## src/rtl/frame_plotter.sv

```systemverilog
// frame_plotter: snapshots a 16x32 playfield bitmap on start and streams it
// to the VGA adapter one pixel per clock. Each cell becomes a 2x2 block at a
// fixed screen origin. Dirty-only mode skips cells that are unchanged since
// the last completed frame.
module frame_plotter #(
    parameter int         X0         = 64,
    parameter int         Y0         = 28,
    parameter logic [2:0] FG         = 3'b010,
    parameter logic [2:0] BG         = 3'b001,
    parameter bit         DIRTY_ONLY = 1'b0
) (
    input  logic         clock,
    input  logic         reset,
    input  logic         start,
    input  logic [511:0] display,
    output logic [7:0]   x,
    output logic [6:0]   y,
    output logic [2:0]   colour,
    output logic         plot,
    output logic         busy,
    output logic         done
);

    typedef enum logic {
        IDLE = 1'b0,
        PLOT = 1'b1
    } state_t;

    state_t       state_q;
    logic [511:0] snap_q;        // frame being drawn, frozen at start
    logic [511:0] prev_q;        // last completed frame
    logic         prev_valid_q;
    logic [8:0]   cell_q;        // {cx, cy}: equals the bitmap index 32*cx+cy
    logic [1:0]   sub_q;         // sub-pixel s: bit0 = sx, bit1 = sy
    logic         fin_q;         // last cell visited; next edge closes the frame
    logic [7:0]   x_q;
    logic [6:0]   y_q;
    logic [2:0]   colour_q;
    logic         plot_q;
    logic         busy_q;
    logic         done_q;

    logic [7:0]   x_d;
    logic [6:0]   y_d;
    logic [2:0]   colour_d;
    logic         draw_d;
    logic         last_d;

    // Pixel coordinates, colour and draw/skip decision for the current cell.
    always_comb begin
        // NOTE: every output gets a default first so no path leaves a latch.
        x_d      = 8'(X0) + {3'b000, cell_q[8:5], 1'b0} + {7'b0, sub_q[0]};
        y_d      = 7'(Y0) + {1'b0, cell_q[4:0], 1'b0} + {6'b0, sub_q[1]};
        colour_d = snap_q[cell_q] ? FG : BG;
        draw_d   = !DIRTY_ONLY || !prev_valid_q || (snap_q[cell_q] != prev_q[cell_q]);
        last_d   = (cell_q == 9'd511) && (!draw_d || sub_q == 2'd3);
    end

    // Control FSM with registered outputs; frame bookkeeping on completion.
    always_ff @(posedge clock or posedge reset) begin
        if (reset) begin
            state_q      <= IDLE;
            // NOTE: the bitmaps are cleared on reset because a cleared,
            // invalid history is what forces the next frame to a full redraw.
            snap_q       <= '0;
            prev_q       <= '0;
            prev_valid_q <= 1'b0;
            cell_q       <= '0;
            sub_q        <= '0;
            fin_q        <= 1'b0;
            x_q          <= '0;
            y_q          <= '0;
            colour_q     <= '0;
            plot_q       <= 1'b0;
            busy_q       <= 1'b0;
            done_q       <= 1'b0;
        end else begin
            // NOTE: non-blocking assignments keep every register reading the
            // pre-edge values, independent of statement order.
            case (state_q)
                IDLE: begin
                    done_q <= 1'b0;
                    plot_q <= 1'b0;
                    if (start) begin
                        snap_q  <= display;
                        cell_q  <= '0;
                        sub_q   <= '0;
                        fin_q   <= 1'b0;
                        busy_q  <= 1'b1;
                        state_q <= PLOT;
                    end
                end
                PLOT: begin
                    if (fin_q) begin
                        state_q      <= IDLE;
                        fin_q        <= 1'b0;
                        plot_q       <= 1'b0;
                        busy_q       <= 1'b0;
                        done_q       <= 1'b1;
                        prev_q       <= snap_q;
                        prev_valid_q <= 1'b1;
                    end else begin
                        plot_q <= draw_d;
                        if (draw_d) begin
                            x_q      <= x_d;
                            y_q      <= y_d;
                            colour_q <= colour_d;
                        end
                        if (draw_d && sub_q != 2'd3) begin
                            sub_q <= sub_q + 2'd1;
                        end else begin
                            sub_q  <= '0;
                            cell_q <= cell_q + 9'd1;
                        end
                        if (last_d) begin
                            fin_q <= 1'b1;
                        end
                    end
                end
                default: state_q <= IDLE;
            endcase
        end
    end

    assign x      = x_q;
    assign y      = y_q;
    assign colour = colour_q;
    assign plot   = plot_q;
    assign busy   = busy_q;
    assign done   = done_q;

endmodule

```

## config.mk

```make
export PLATFORM = sky130hd
export DESIGN_NAME = frame_plotter
export DESIGN_NICKNAME = d
export VERILOG_FILES = /design/src/rtl/frame_plotter.sv
export SDC_FILE = /design/constraint.sdc
export NUM_CORES = 1
export LEC_CHECK = 0
export BUFFER_PORTS_ARGS = -buffer_cell sky130_fd_sc_hd__buf_2
export CAP_MARGIN = 25
export CELL_PAD_IN_SITES_DETAIL_PLACEMENT = 1
export CELL_PAD_IN_SITES_GLOBAL_PLACEMENT = 1
export CORE_MARGIN = 8
export CORE_UTILIZATION = 45
export DETAILED_ROUTE_END_ITERATION = 8
export PLACE_DENSITY_LB_ADDON = 0.15
export SLEW_MARGIN = 15
export SYNTH_ARGS = -nofsm -noshare
export SYNTH_HDL_FRONTEND = slang
export SYNTH_SLANG_ARGS = --single-unit
export TNS_END_PERCENT = 1
```

## constraint.sdc

```tcl
create_clock -name clock -period 19 [get_ports clock]
set_input_delay 0 -clock clock [delete_from_list [all_inputs] [get_ports clock]]
set_output_delay 0 -clock clock [all_outputs]
set_load 0.005 [all_outputs]
```

==> results of run 1 <==
-- area by class of cell --
class | count | area (µm²) | area share
Tap cell | 696 | 871 | 0.0248
Clock inverter | 15 | 154 | 0.00439
Sequential cell | 543 | 13600 | 0.388
Clock buffer | 89 | 1770 | 0.0504
Multi-Input combinational cell | 947 | 10400 | 0.297
Timing Repair Buffer | 1070 | 8130 | 0.232
Antenna cell | 35 | 87.6 | 0.00250
Inverter | 12 | 52.6 | 0.00150
-- routing by layer --
| metal | GRT usage | share of wire | routed length (µm) |
|---|---|---|---|
| met4 | 0.135 | 0.049 | 5170 |
| met3 | 0.0634 | 0.060 | 6410 |
| met2 | 0.583 | 0.52 | 55900 |
| met5 | 0 | 0.00099 | 105 |
| met1 | 0.381 | 0.37 | 39000 |
-- logic make-up after synthesis --
| group | Yosys count | share of synthesized area |
|---|---|---|
| flip-flops | 543 | 0.551 |
| AND/OR/NAND/NOR | 125 | 0.0245 |
| XOR/XNOR | 5 | 0.00178 |
| buffers and inverters | 128 | 0.0270 |
| adder cells (fa/ha/maj) | 5 | 0.00254 |
| other | 1 | 0.000152 |
| multiplexers | 686 | 0.357 |
| AO/OA/AOI/OAI | 123 | 0.0356 |
-- power groups by stage --
stage / clock [mW] / sequential, mW / combinational, mW
after floorplan: 0 / 1.94 / 1.32
after detailed placement: 0 / 2.11 / 1.73
final: 1.18 / 2.19 / 1.93
after CTS: 1.17 / 2.09 / 1.83
after global placement: 0 / 2.06 / 1.69
after global routing: 1.23 / 2.23 / 2.02
-- state kept, by name, indices dropped and copies added (netlist names), 2 cells and up --
register / count
colour: 2
x: 6
snap_q: 512
sub_q: 2
cell_q: 9
y: 7
-- final timing paths --
path | end | startpoint | depth (start not counted) | slack, ns
max | colour[1] | cell_q[0] | 8 | 14.09
min | snap_q[403] | reset | 3 | 0.04
max reg2reg | colour[1] | cell_q[0] | 8 | 14.09
min reg2reg | x[3] | x[3] | 2 | 0.49
max in group asynchronous | snap_q[73] | reset | 6 | 15.77
min in group clock | snap_q[294] | display[294] | 3 | 0.16
-- synth_stat cells, drive strengths merged, types with 5 or more instances --
cell type | instances | area, µm²
dfrtp | 543 | 13600
mux2 | 530 | 5970
mux4 | 101 | 2280
clkbuf | 70 | 263
mux2i | 55 | 551
nand2 | 49 | 184
buf | 46 | 357
o21ai | 26 | 130
a22oi | 24 | 180
nor2 | 20 | 77.6
a21oi | 17 | 85.1
nor2b | 11 | 68.8
o22ai | 11 | 68.8
inv | 10 | 37.5
nand3 | 10 | 50.1
nand2b | 7 | 43.8
a221oi | 6 | 58.8
and3 | 6 | 37.5
a211oi | 5 | 37.5
a31oi | 5 | 31.3
and2 | 5 | 31.3
ha | 5 | 62.6
nor3 | 5 | 25.0
-- worst reg2reg max path, delay by kind of cell, from the launching register on --
kind / cells / cell delay [ns]
AND/OR/NAND/NOR: 2 / 1.34
buffers and inverters: 2 / 1.65
AO/OA/AOI/OAI: 4 / 0.98
flip-flops: 1 / 0.80
-- repair_timing --
action | in CTS | in global routing
hold buffers | 514 | 0
buffers inserted | 0 | 0
hold endpoints to repair | 634 | 0
==> key figures, run 1 <==
Outcome
  • Result of the run: completed

Drt
  • Initial DRC count: 1490
  • DRC Markers: 0
  • Drt total wl: 107000 µm
  • 1st-pass router iterations: 5
  • WL/cell: 31.3 µm
  • Vias after detailed routing: 19577
  • Vias/cell: 5.75
  • Final ANT Viol Nets: 0

GRT
  • Overflow after GRT: 0
  • Largest net degree at the start of global routing: 201
  • First-pass GRT wire length: 154000 µm
  • GRT Overall Usage: 0.326
  • Initial antenna violation count: 33
  • Vias in the first global route: 22531

Floorplanning
  • IO Count: 536
  • Die height: 250 µm
  • Initial Util: 0.456
  • Core Area: 54000 µm²
  • Die width: 250 µm
  • Row cnt: 85
  • Die ar.: 62500 µm²

Critical path
  • CP most frequent cell: buf_4
  • Max stage delay on crit path: 0.81 ns
  • Cell family with most CP delay: buffers and inverters
  • Crit Path Class: reg -> reg
  • Buffers & Inverters on Critical Path: 2
  • Worst EP arrival: 5.35 ns
  • Critical path startpoint category: flop
  • Worst endpoint required time: 19.44 ns
  • Critical path cell sequence: buf_4, buf_4, and2_1, a2111oi_0, or4_1, a311o_1, o221ai_2, a31oi_1
  • Worst Setup End Kind: flop
  • Slowest CP cell: buf_4
  • Worst-path maximum fanout: 43

Finish
  • Layout cells sized above 1: 0.484
  • Most frequent cells in the layout: dfrtp_1, buf_2, mux2_2
  • Area growth syn-to-layout: 42.4%
  • Non-filler cells, final: 3407
  • Final net count: 3152
  • Most common cell after layout, fill and taps aside: dfrtp_1
  • FILL cells: 5096
  • Final Cell Area: 35100 µm²
  • Layout Utilization: 0.649

Synth
  • Mapped Avg Cell Area: 15.2 µm²
  • Sequential area share after synthesis: 0.551
  • Post-synth EDFFs: 0
  • Syn Inst Count: 1616
  • Cell variety after synth: 64
  • Main synth FF type: dfrtp_1
  • Ys async rst share: 1.00
  • FF+latch count, synth: 543
  • Cell Area, Synth: 24600 µm²
  • Synth Warn #: 0

Timing
  • Max Clock Skew: 0.0453 ns
  • Fin crit period: 4.91 ns
  • Worst slew margin: 0.0938
  • Final hold slack: 0.0404 ns
  • RSZ-0062 raised after global routing: false
  • Setup TNS: 0 ns
  • Final setup viols: 0
  • Period utilization: 0.258
  • Fmax: 0.204 GHz
  • Slew of the pin with the lowest slew margin: 1.36 ns
  • Fin. Hold Viols: 0
  • Setup ws final: 14.09 ns
  • Slew Limit Fails: 0

Power
  • Total Power: 5.30 mW
  • Combinational power share: 0.363
  • Sw Share: 0.348
  • Leak Pwr: 15.1 nW
  • Sequential share of power: 0.413
  • Maximum VDD drop: 0.0000993 V
  • Net Switching: 1.84 mW
  • Clock network power share: 0.224
  • PwrDens: 151 nW/µm²
  • Int Pwr: 3.46 mW

Clocking
  • CTS Buffer Depth: 3
  • Num CTS Buffers: 58
  • Post-CTS resize count: 0
  • CTS sink cnt: 543
  • Clk slew on worst S/H paths: 0.07 ns
  • Skew-Pair Late Insertion Delay: 0.63 ns
  • CTS tree: built
  • H-Tree Depth: 2
  • Root Driver: clkbuf_16

Placement
  • Post-DP Area: 27800 µm²
  • GPL Wtd Cong: 0.803
  • Placed Cells: 2748
  • HPWL after DPL: 58900 µm
  • Pre-CTS WS: 14.11 ns
  • Port Buf Inserts: 532

Min path
  • Worst hold path class: in -> async

Run
  • Max-Cap Viols: 0
Note: power is estimated with default switching activity, not from simulation.
==> run 2, diff against run 1 <==
==> constraint.sdc (replaced) <==
create_clock -name clock -period 4.9 [get_ports clock]
set_input_delay 0 -clock clock [delete_from_list [all_inputs] [get_ports clock]]
set_output_delay 0 -clock clock [all_outputs]
set_load 0.005 [all_outputs]
==> key figures, run 2 (synthesis gave the netlist of run 1 again) <==
Outcome
  • Result of the run: completed

Drt
  • 1st-pass router iterations: 7
  • Drt total wl: 109000 µm
  • Vias after detailed routing: 19733
  • Vias/cell: 5.80
  • Initial DRC count: 1486
  • Final ANT Viol Nets: 0
  • WL/cell: 32.2 µm
  • DRC Markers: 0

Clocking
  • Num CTS Buffers: 58
  • Skew-Pair Late Insertion Delay: 0.62 ns
  • H-Tree Depth: 2
  • CTS tree: built
  • CTS sink cnt: 543
  • Clk slew on worst S/H paths: 0.07 ns
  • CTS Buffer Depth: 3
  • Post-CTS Setup Repair Bufs: 0
  • Cts hold-fix bufs: 514
  • Post-CTS resize count: 0
  • Root Driver: clkbuf_16

Power
  • Combinational power share: 0.356
  • Sw Share: 0.348
  • Int Pwr: 13.4 mW
  • Clock network power share: 0.223
  • Maximum VDD drop: 0.000324 V
  • Leak Pwr: 15.1 nW
  • Sequential share of power: 0.421
  • PwrDens: 587 nW/µm²
  • Net Switching: 7.15 mW

Critical path
  • Worst-path maximum fanout: 38
  • Critical path cell sequence: buf_4, mux4_2, mux2i_1, o21ai_0, a221oi_1, a311oi_1, o221ai_2, a31oi_1
  • Worst Setup End Kind: flop
  • Cell family with most CP delay: compound AO/OA/AOI/OAI gates
  • Slowest CP cell: dfrtp_4
  • Max stage delay on crit path: 0.92 ns
  • Critical path startpoint category: flop
  • R2r worst-path depth: 8
  • Buffers & Inverters on Critical Path: 1
  • Worst endpoint required time: 5.34 ns
  • Crit path depth: 8
  • Crit Path Class: reg -> reg
  • Worst EP arrival: 4.26 ns

Run
  • Max-Cap Viols: 0

Floorplanning
  • Die height: 250 µm
  • Initial Util: 0.456
  • Core Area: 54000 µm²
  • Row cnt: 85
  • Die width: 250 µm
  • IO Count: 536
  • Die ar.: 62500 µm²

Min path
  • Worst hold path class: in -> async

Finish
  • Most frequent cells in the layout: dfrtp_1, buf_2, mux2_2
  • Number of flip-flops in the largest register: 512
  • FILL cells: 5116
  • Area growth syn-to-layout: 42.2%
  • Seq. cell area: 13600 µm²
  • Top reg by flops: snap_q
  • Multi-input logic area: 10400 µm²
  • Most common cell after layout, fill and taps aside: dfrtp_1
  • Layout cells sized above 1: 0.484
  • Final Cell Area: 35000 µm²
  • Final net count: 3153

GRT
  • Largest net degree at the start of global routing: 176
  • Initial antenna violation count: 27
  • Vias in the first global route: 22956
  • Overflow after GRT: 0
  • GRT Overall Usage: 0.341
  • First-pass GRT wire length: 159000 µm

Placement
  • HPWL after DPL: 60600 µm
  • Post-DP Area: 27900 µm²
  • Port Buf Inserts: 532
  • GPL Wtd Cong: 0.842

Timing
  • Slew of the pin with the lowest slew margin: 1.08 ns
  • Slew Limit Fails: 0
  • RSZ-0062 raised after global routing: false
  • Fin crit period: 3.82 ns
  • Worst slew margin: 0.278
  • Final setup viols: 0
  • Fmax: 0.262 GHz
  • Period utilization: 0.780
  • Max Clock Skew: 0.0370 ns
  • Fin. Hold Viols: 0
  • Final hold slack: 0.0794 ns
-- run 2: final timing paths --
path	start	to	slack (ns)
worst max-delay path	cell_q[0]	colour[1]	1.08
worst min-delay path	reset	snap_q[10]	0.08
worst max register to register	cell_q[0]	colour[1]	1.08
max in group asynchronous	reset	snap_q[239]	3.32
worst min register to register	y[2]	y[2]	0.48
min in group clock	display[24]	snap_q[24]	0.14
-- run 2: cell type report --
cell class,instances,area share
timing repair buffer,1071,0.231
inverter,12,0.00139
tap,696,0.0248
clock inverter,16,0.00525
sequential,543,0.388
antenna,33,0.00236
clock buffer,86,0.0496
multi-input combinational,947,0.297
-- run 2: routing by layer --
layer | vias to the layer above | wire, µm | GRT usage
met5 | - | 69 | 0
met4 | 10 | 6650 | 0.189
met3 | 370 | 6300 | 0.0703
met2 | 994 | 57200 | 0.606
met1 | 10277 | 39200 | 0.379
li1 | 8082 | - | -
-- run 2: worst register-to-register path: cells and delay by family, from the launching register on --
family | cells | cell delay [ns]
flip-flops | 1 | 0.92
buffers and inverters | 1 | 0.42
AO/OA/AOI/OAI | 5 | 1.20
multiplexers | 2 | 1.10
-- run 2: per-stage QoR --
step,TNS (ns),setup slack (ns),std cells,power [mW],utilization
after detailed placement,0,1.17,2755,14.9,0.516
after CTS,0,1.14,3371,19.8,0.647
final,0,1.08,3404,20.6,0.649
after global routing,0,0.905,3401,21.3,0.649
after floorplan,-1349.86,-2.49,1618,12.7,-
after global placement,0,1.20,2755,14.5,0.516
-- run 2: power by group through the flow --
stage	Combinational, mW	Clock [mW]	Sequential [mW]
6_report	7.32	4.59	8.66
5_1_grt	7.70	4.80	8.83
4_1_cts	6.95	4.55	8.26
3_5_place_dp	6.58	0	8.29
3_3_place_gp	6.37	0	8.16
2_1_floorplan	5.12	0	7.54
==> run 3, diff against run 2 <==
--- a/config.mk
+++ b/config.mk
@@ -5,12 +5,13 @@
 export SDC_FILE = /design/constraint.sdc
 export NUM_CORES = 1
 export LEC_CHECK = 0
+export ABC_AREA = 1
 export BUFFER_PORTS_ARGS = -buffer_cell sky130_fd_sc_hd__buf_2
 export CAP_MARGIN = 25
 export CELL_PAD_IN_SITES_DETAIL_PLACEMENT = 1
 export CELL_PAD_IN_SITES_GLOBAL_PLACEMENT = 1
 export CORE_MARGIN = 8
-export CORE_UTILIZATION = 45
+export CORE_UTILIZATION = 36
 export DETAILED_ROUTE_END_ITERATION = 8
 export PLACE_DENSITY_LB_ADDON = 0.15
 export SLEW_MARGIN = 15
==> constraint.sdc (replaced) <==
create_clock -name clock -period 3.2 [get_ports clock]
set_input_delay 0 -clock clock [delete_from_list [all_inputs] [get_ports clock]]
set_output_delay 0 -clock clock [all_outputs]
set_load 0.005 [all_outputs]
==> key figures, run 3 <==
Outcome
  • Result of the run: completed

Finish
  • Area growth syn-to-layout: 41.2%
  • Layout cells sized above 1: 0.154
  • Seq. cell area: 13600 µm²
  • Final Cell Area: 36700 µm²
  • Layout Utilization: 0.514
  • Top reg by flops: snap_q
  • Most common cell after layout, fill and taps aside: nand2_1
  • Multi-input logic area: 10200 µm²
  • Final net count: 4956
  • Most frequent cells in the layout: nand2_1, dfrtp_1, buf_2
  • FILL cells: 8774
  • Number of flip-flops in the largest register: 512

Clocking
  • Post-CTS resize count: 0
  • Num CTS Buffers: 61
  • Cts hold-fix bufs: 515
  • H-Tree Depth: 2
  • CTS Buffer Depth: 3
  • Post-CTS Setup Repair Bufs: 0
  • Skew-Pair Late Insertion Delay: 0.62 ns
  • Clk slew on worst S/H paths: 0.06 ns
  • CTS tree: built
  • CTS sink cnt: 543
  • Root Driver: clkbuf_16

Placement
  • HPWL after DPL: 71000 µm
  • Port Buf Inserts: 532
  • Post-DP Area: 29500 µm²
  • GPL Wtd Cong: 0.797

Timing
  • Worst slew margin: 0.325
  • Slew of the pin with the lowest slew margin: 1.01 ns
  • Fmax: 0.378 GHz
  • Max Clock Skew: 0.0211 ns
  • Fin. Hold Viols: 0
  • Period utilization: 0.827
  • Slew Limit Fails: 0
  • Final setup viols: 0
  • RSZ-0062 raised after global routing: false
  • Fin crit period: 2.65 ns

Floorplanning
  • Initial Util: 0.364
  • Die ar.: 81100 µm²
  • Core Area: 71500 µm²
  • IO Count: 536
  • Die height: 285 µm
  • Row cnt: 98
  • Die width: 285 µm

Critical path
  • Worst EP arrival: 3.16 ns
  • Critical path startpoint category: flop
  • Worst r2r src: cell_q[0]
  • Crit path launch: cell_q[0]
  • Critical path cell sequence: buf_12, a21oi_1, o21ai_0, nand2_1, nand2_1, nand2_1, inv_1, nand2_1, nand2_1, nand2_1, nand2_1, nand3_1, nand2_1, nand2_1, nand2_1, nor2_1
  • Slowest CP cell: dfrtp_4
  • CP most frequent cell: nand2_1
  • Max stage delay on crit path: 0.50 ns
  • Worst endpoint required time: 3.72 ns
  • R2R setup slack: 0.55 ns
  • Crit Path Class: reg -> reg
  • Worst Setup End Kind: flop
  • Worst-path maximum fanout: 179

Synth
  • Ys async rst share: 1.00
  • Main synth FF type: dfrtp_1
  • Top post-synthesis cells by area: dfrtp_1, nand2_1, o21ai_0
  • Mux share of post-synthesis cell area: 0
  • Largest family of logic cells by synthesized area: simple AND/OR/NAND/NOR gates
  • Yosys top cell area share: 0.523
  • Cell Area, Synth: 26000 µm²
  • Mapped Avg Cell Area: 7.43 µm²
  • FF+latch count, synth: 543
  • Post-Synth Adder-Cell Area: 0.00241
  • Sequential area share after synthesis: 0.523
  • Simple logic cell fraction of the synthesized area: 0.294
  • Complex-gate fraction of the synthesized area: 0.0931
  • Synth area leader: dfrtp_1
  • Post-synth EDFFs: 0
  • Cell variety after synth: 27
  • Synth Warn #: 0
  • Most common cell in the netlist: nand2_1
  • Xor/xnor cell area share of the yosys netlist: 0.000337
  • Syn Inst Count: 3499
  • Top cells by instance count after synthesis: nand2_1, dfrtp_1, o21ai_0, inv_1, nand3_1

GRT
  • Initial antenna violation count: 28
  • First-pass GRT wire length: 179000 µm
  • GRT Overall Usage: 0.281
  • Overflow after GRT: 0
  • Vias in the first global route: 29831
  • Largest net degree at the start of global routing: 180

Drt
  • Initial DRC count: 1678
  • Final ANT Viol Nets: 0
  • Drt total wl: 117000 µm
  • Vias after detailed routing: 27034
  • WL/cell: 21.4 µm
  • Vias/cell: 4.95
  • DRC Markers: 0
  • 1st-pass router iterations: 5

Power
  • Sequential share of power: 0.347
  • Net Switching: 9.92 mW
  • Combinational power share: 0.373
  • Maximum VDD drop: 0.000626 V
  • Sw Share: 0.389
  • Clock network power share: 0.280
  • PwrDens: 694 nW/µm²
  • Leak Pwr: 18.5 nW
  • Int Pwr: 15.6 mW

Min path
  • Min-delay src: display[27]
  • Worst hold path class: in -> reg

Run
  • Max-Cap Viols: 0
run 3: cell count changes after synthesis, moves of 45 or more:
cell / delta
o211ai_1: +45
o21ai_0: +322
clkbuf_1: +48
buf_2: +47
nor2_1: +147
nand3_1: +226
mux2i_1: -55
mux2_2: -530
mux4_2: -100
nand2_1: +1495
inv_1: +297
run 3: power by group through the flow:
stage | Combinational [mW] | Sequential, mW | Clock (mW)
2_1_floorplan | 5.96 | 8.65 | 0
3_3_place_gp | 8.86 | 8.87 | 0
3_5_place_dp | 8.98 | 8.92 | 0
4_1_cts | 9.54 | 8.81 | 7.26
5_1_grt | 10.6 | 8.97 | 7.55
6_report | 9.50 | 8.84 | 7.15
run 3: metal layers:
layer / part of all wire / GRT usage
met1: 0.40 / 0.337
met5: 0.00023 / 0
met3: 0.049 / 0.0492
met4: 0.056 / 0.152
met2: 0.49 / 0.478
run 3: final timing paths:
check / cells past startpoint / to
min in group asynchronous: 4 / snap_q[263]
max reg2reg: 16 / colour[1]
max: 16 / colour[1]
min reg2reg: 1 / x[6]
max in group asynchronous: 6 / snap_q[30]
min: 4 / snap_q[27]
run 3: cell type report:
class                      count  share of cell area
timing repair buffer        1097               0.232
clock buffer                  91              0.0490
antenna                       26             0.00177
clock inverter                17             0.00545
inverter                     312              0.0325
multi-input combinational   2421               0.277
sequential                   543               0.370
tap                          950              0.0324
run 3: worst max-delay path, delay by kind of cell, from the launching register on:
| family | cells | cell delay (ns) |
|---|---|---|
| AND/OR/NAND/NOR | 12 | 0.91 |
| flip-flops | 1 | 0.50 |
| AO/OA/AOI/OAI | 2 | 0.28 |
| buffers and inverters | 2 | 0.49 |
run 3: through the flow:
stage                     cells  hold slack (ns)  power [mW]  setup slack, ns  setup TNS [ns]
after global routing       5455            0.103        27.1            0.355               0
after floorplan            3501            0.117        14.6            -4.19        -2272.96
after detailed placement   4808           0.0342        17.9            0.601               0
after CTS                  5431           0.0604        25.6            0.588               0
final                      5457            0.108        25.5            0.554               0
after global placement     4808           0.0340        17.7            0.578               0
run 3: kinds of logic (layout without fill, tap and decap cells):
logic type | Yosys count | after routing
other | 1 | 29
and+or+nand+nor | 1954 | 1954
buffers and inverters | 537 | 1517
AOI/OAI and AO/OA | 458 | 458
adders and majority gates | 5 | 5
DFF | 543 | 543
xor gates and xnor gates | 1 | 1
